===== config.mk =====
export PLATFORM = sky130hd
export DESIGN_NAME = oled_spi_tx
export DESIGN_NICKNAME = d
export VERILOG_FILES = /design/src/rtl/oled_spi_tx.sv
export SDC_FILE = /design/constraint.sdc
export NUM_CORES = 1
export LEC_CHECK = 0
export BUFFER_PORTS_ARGS = -buffer_cell sky130_fd_sc_hd__buf_2
export CAP_MARGIN = 20
export CORE_MARGIN = 1.5
export CORE_UTILIZATION = 53
export CTS_CLUSTER_SIZE = 8
export DETAILED_ROUTE_END_ITERATION = 12
export PLACE_DENSITY = 0.73
export SYNTH_ARGS = -nofsm -noshare
export SYNTH_HDL_FRONTEND = slang
export SYNTH_SLANG_ARGS = --single-unit

===== constraint.sdc =====
create_clock -name i_CLK -period 2.34 [get_ports i_CLK]
set_input_delay 0.234 -clock i_CLK [delete_from_list [all_inputs] [get_ports i_CLK]]
set_output_delay 0.234 -clock i_CLK [all_outputs]
set_load 0.03 [all_outputs]

===== src/rtl/oled_spi_tx.sv =====
// Byte-level SPI (mode 3) transmitter for the SSD1331 OLED: serializes one
// command/data byte MSB-first with CS framing and a one-cycle done pulse.
module oled_spi_tx #(
  parameter int unsigned N            = 8,
  parameter int unsigned SCLK_DIVIDER = 1
) (
  input  logic         i_CLK,
  input  logic         i_RST,
  input  logic         i_START,
  input  logic [N-1:0] i_DATA,
  input  logic         i_DC,
  output logic         o_READY,
  output logic         o_DONE,
  output logic         o_CS,
  output logic         o_MOSI,
  output logic         o_SCK,
  output logic         o_DC
);

  localparam int unsigned PW = $clog2(SCLK_DIVIDER + 1);
  localparam int unsigned BW = $clog2(N + 1);
  localparam logic [PW-1:0] PH_LAST  = PW'(SCLK_DIVIDER - 1);
  localparam logic [BW-1:0] BIT_LAST = BW'(N - 1);

  typedef enum logic [2:0] {IDLE, SETUP, LOW, HIGH, HOLD} state_t;

  state_t         state_q;
  logic [PW-1:0]  phase_q;
  logic [BW-1:0]  bit_q;
  logic [N-1:0]   shift_q;
  logic [N-1:0]   shift_d;
  logic           phase_end;
  logic           ready_q, done_q, cs_q, mosi_q, sck_q, dc_q;

  assign phase_end = (phase_q == PH_LAST);
  assign shift_d   = shift_q << 1;

  // Outputs are registered alongside the state so each state's levels appear
  // in the cycles spent in that state.
  always_ff @(posedge i_CLK) begin
    if (i_RST) begin
      state_q <= IDLE;
      phase_q <= '0;
      bit_q   <= '0;
      shift_q <= '0;
      ready_q <= 1'b1;
      done_q  <= 1'b0;
      cs_q    <= 1'b1;
      mosi_q  <= 1'b0;
      sck_q   <= 1'b1;
      dc_q    <= 1'b0;
    end else begin
      done_q <= 1'b0;
      if (state_q != IDLE) begin
        phase_q <= phase_end ? '0 : phase_q + 1'b1;
      end
      case (state_q)
        IDLE: begin
          if (i_START) begin
            shift_q <= i_DATA;
            dc_q    <= i_DC;
            mosi_q  <= i_DATA[N-1];
            ready_q <= 1'b0;
            cs_q    <= 1'b0;
            sck_q   <= 1'b1;
            bit_q   <= '0;
            phase_q <= '0;
            state_q <= SETUP;
          end
        end
        SETUP: begin
          if (phase_end) begin
            sck_q   <= 1'b0;
            state_q <= LOW;
          end
        end
        LOW: begin
          if (phase_end) begin
            sck_q   <= 1'b1;
            state_q <= HIGH;
          end
        end
        HIGH: begin
          if (phase_end) begin
            if (bit_q == BIT_LAST) begin
              state_q <= HOLD;
            end else begin
              // Next bit changes together with the falling SCK edge.
              shift_q <= shift_d;
              mosi_q  <= shift_d[N-1];
              sck_q   <= 1'b0;
              bit_q   <= bit_q + 1'b1;
              state_q <= LOW;
            end
          end
        end
        HOLD: begin
          if (phase_end) begin
            cs_q    <= 1'b1;
            ready_q <= 1'b1;
            done_q  <= 1'b1;
            state_q <= IDLE;
          end
        end
        default: state_q <= IDLE;
      endcase
    end
  end

  assign o_READY = ready_q;
  assign o_DONE  = done_q;
  assign o_CS    = cs_q;
  assign o_MOSI  = mosi_q;
  assign o_SCK   = sck_q;
  assign o_DC    = dc_q;

endmodule


==> flow_summary.json <==
{
  "outcome": "finished clean",
  "synth_seq_cells": 20,
  "port-buffer-count": 17,
  "period_share_pct": 83.44,
  "final-seq-area_um2": 400.4,
  "max_clock_buf_depth": 2,
  "postCtsSetupBuffers": 0,
  "synth-warning-count": 0,
  "die_area_um2": 2126,
  "instances_no_fill": 148,
  "leakage_component_of_the_power_uw": 0.0004657,
  "first_global_vias": 727,
  "ir_worst_vdd_mv": 0.3272,
  "maxClockFrequency_ghz": 0.5122,
  "preCtsSetupSlack_ps": 413.4,
  "setup.worst_path.end_class": "flop",
  "nets": 138,
  "timing.clock.skew_ps": 3.199,
  "cts_root_buffer": "sky130_fd_sc_hd__clkbuf_4",
  "drt_iter0_markers": 10,
  "setup_slack_ps": 387.6,
  "power-per-cell-area_nw_per_um2": 620.2,
  "area_taken_by_multi_input_logic_gates_um2": 520.5,
  "detail_route.wl_per_cell_um": 12.82,
  "clk_latency_ps": 300,
  "detailroute.via_count": 845,
  "vias_per_cell": 5.709,
  "cts_buffers": 3,
  "fin_area_um2": 1071,
  "gpl_congestion": 0.8185,
  "die_h_um": 46.11,
  "timing.max_slew.rel_slack_pct": 62.64,
  "drc": 0,
  "number_of_antenna_violations_at_the_first_check_in_global_routing": 0,
  "drive_gt1_share_pct": 19.51,
  "grt_usage_pct": 20.98,
  "synth_area_um2": 984.7,
  "grt_start_max_net_pins": 22,
  "ctsResizeCount": 0,
  "detailed_place.area_um2": 1049,
  "worst_ep_arrival_time_ps": 2190,
  "cts_tree": "yes",
  "h-tree-depth": 1,
  "number_of_hold_buffers_added_after_cts": 0,
  "report.final.setup_viol": 0,
  "routed_wire_length_um": 1898,
  "timing_worst_slew_pin_value_ps": 558.7,
  "grt-ovfl-total": 0,
  "layout_area_growth_over_synthesis_pct": 8.768,
  "fin_worst_hold_slack_ps": 169.7,
  "diodes": 0,
  "synth_cells": 114,
  "fillerInstances": 164,
  "core_area_um2": 1727,
  "std_cell_rows": 15,
  "worstPathRequired_ps": 2580,
  "floorplan.die.width_um": 46.11,
  "firstDrtPassIters": 4,
  "final_hold_viol_count": 0,
  "synth-seq-area-share_pct": 40.66,
  "cts.clk_slew.worst_paths_ps": 110,
  "layout_min_cycle_time_ps": 1952,
  "grt_first_pass_wirelength_um": 3201,
  "rsz0062_at_grt": "false",
  "worstHoldPathType": "in2reg",
  "dp_cells": 145,
  "hpwl_um": 1310,
  "cap_violations": 0,
  "setup_total_negative_slack_ps": 0,
  "design.portCount": 18,
  "criticalPathCategory": "reg2reg",
  "synth_fp_nets": 127,
  "worst_setup_path_start_kind": "flop",
  "initial_utilization_pct": 57.03,
  "final_antenna_net_count": 0,
  "critPathMaxFanout": 21,
  "cts.sink_count": 20,
  "report.final.slew_viol_count": 0,
  "post_synth_num_cell_types": 33,
  "synth_area_per_inst_um2": 8.638
}
-- worst paths after layout --
path,depth (start not counted),slack [ps],start,endpoint
worst min-delay path,3,170,i_DC,o_DC$_SDFFE_PP0P_
worst max-delay path,5,390,bit_q[0]$_SDFFE_PP0P_,bit_q[1]$_SDFFE_PP0P_
worst max register to register,5,390,bit_q[0]$_SDFFE_PP0P_,bit_q[1]$_SDFFE_PP0P_
worst min register to register,2,480,shift_q[5]$_SDFFE_PP0P_,shift_q[5]$_SDFFE_PP0P_
-- area by class of cell --
| type | count | share of cell area, % |
|---|---|---|
| Inverter | 1 | 0.3505 |
| Clock buffer | 3 | 2.103 |
| Timing Repair Buffer | 18 | 8.645 |
| Tap cell | 25 | 2.921 |
| Sequential cell | 20 | 37.38 |
| Multi-Input combinational cell | 81 | 48.60 |
-- cells in the mapped netlist --
cell type | n | share of area [%]
sky130_fd_sc_hd__buf_1 | 1 | 0.38
sky130_fd_sc_hd__nand3b_1 | 2 | 1.5
sky130_fd_sc_hd__nand3_1 | 1 | 0.51
sky130_fd_sc_hd__inv_1 | 1 | 0.38
sky130_fd_sc_hd__nor2b_1 | 1 | 0.64
sky130_fd_sc_hd__nor2_1 | 9 | 3.4
sky130_fd_sc_hd__o21bai_1 | 2 | 1.5
sky130_fd_sc_hd__buf_4 | 1 | 0.76
sky130_fd_sc_hd__a31oi_1 | 1 | 0.64
sky130_fd_sc_hd__nand2_1 | 5 | 1.9
sky130_fd_sc_hd__dfxtp_1 | 20 | 41
sky130_fd_sc_hd__nor4_1 | 1 | 0.64
sky130_fd_sc_hd__buf_2 | 2 | 1.0
sky130_fd_sc_hd__a31o_2 | 1 | 0.89
sky130_fd_sc_hd__clkbuf_2 | 1 | 0.51
sky130_fd_sc_hd__or3b_4 | 1 | 1.1
sky130_fd_sc_hd__ha_1 | 1 | 1.3
sky130_fd_sc_hd__clkbuf_1 | 6 | 2.3
sky130_fd_sc_hd__or3b_1 | 1 | 0.89
sky130_fd_sc_hd__or4_1 | 1 | 0.76
sky130_fd_sc_hd__and3b_1 | 2 | 1.8
sky130_fd_sc_hd__o31a_4 | 1 | 1.8
sky130_fd_sc_hd__nor3_1 | 2 | 1.0
sky130_fd_sc_hd__a221o_1 | 1 | 1.0
sky130_fd_sc_hd__and4b_1 | 1 | 1.0
sky130_fd_sc_hd__o21ai_0 | 13 | 6.6
sky130_fd_sc_hd__or3_1 | 9 | 5.7
sky130_fd_sc_hd__a21oi_1 | 13 | 6.6
sky130_fd_sc_hd__mux2i_1 | 8 | 8.1
sky130_fd_sc_hd__a2111oi_0 | 1 | 0.89
sky130_fd_sc_hd__buf_6 | 1 | 1.1
sky130_fd_sc_hd__o31ai_1 | 2 | 1.5
sky130_fd_sc_hd__or4b_1 | 1 | 1.0
-- cells by family after synthesis --
family / Yosys count / share of synthesized area, %
AO/OA/AOI/OAI: 35 / 21.47
adder cells (fa/ha/maj): 1 / 1.270
buffers and inverters: 13 / 6.479
flip-flops: 20 / 40.66
multiplexers: 8 / 8.132
AND/OR/NAND/NOR: 37 / 21.98
-- critical path: stages, from the launching register on --
cell and delay, ps:
sky130_fd_sc_hd__dfxtp_1 350, sky130_fd_sc_hd__ha_1 240, sky130_fd_sc_hd__and3b_1 230, sky130_fd_sc_hd__o31a_4 420
sky130_fd_sc_hd__or4b_1 520, sky130_fd_sc_hd__a21oi_1 140
-- metrics by stage --
stage               total power, µW  util, %
detailed placement            507.1    60.72
finish                        664.2    62.03
floorplan                     484.4        -
CTS                           665.4    62.03
global placement              503.9    60.72
global route                  696.1    62.03
-- flip-flops by register name, indices dropped and copies added (netlist names) --
name,flops
shift_q,7
bit_q,4
state_q,3
o_DC,1
phase_q,1
o_MOSI,1
o_CS,1
o_SCK,1
o_DONE,1
-- per-layer routing --
metal  track usage, %  routed length, µm  vias to the layer above  part of all wire (%)
met5                0                  0                        -                     0
met1            26.57                845                      393                    45
met4            10.29                 42                        0                   2.2
li1                 -                  -                      430                     -
met3            3.922                 58                        4                   3.1
met2            33.89                952                       18                    50
-- cell usage in the layout, fill, tap and decap left out, types with 2 or more instances in the layout --
master / instances
sky130_fd_sc_hd__mux2i_1: 8
sky130_fd_sc_hd__and3b_1: 2
sky130_fd_sc_hd__nand2_1: 5
sky130_fd_sc_hd__nor3_1: 2
sky130_fd_sc_hd__a21oi_1: 13
sky130_fd_sc_hd__clkbuf_4: 3
sky130_fd_sc_hd__o31ai_1: 2
sky130_fd_sc_hd__or3_1: 9
sky130_fd_sc_hd__dfxtp_1: 20
sky130_fd_sc_hd__nor2_1: 9
sky130_fd_sc_hd__o21ai_0: 13
sky130_fd_sc_hd__nand3b_1: 2
sky130_fd_sc_hd__buf_2: 17
sky130_fd_sc_hd__o21bai_1: 2
-- where the power goes --
part | switching [µW] | internal, µW | total [µW]
sequential | 17.4 | 362 | 379
combinational | 68.5 | 50.8 | 119
clock | 105 | 60.1 | 165
Note: power is estimated with default switching activity, not from simulation.
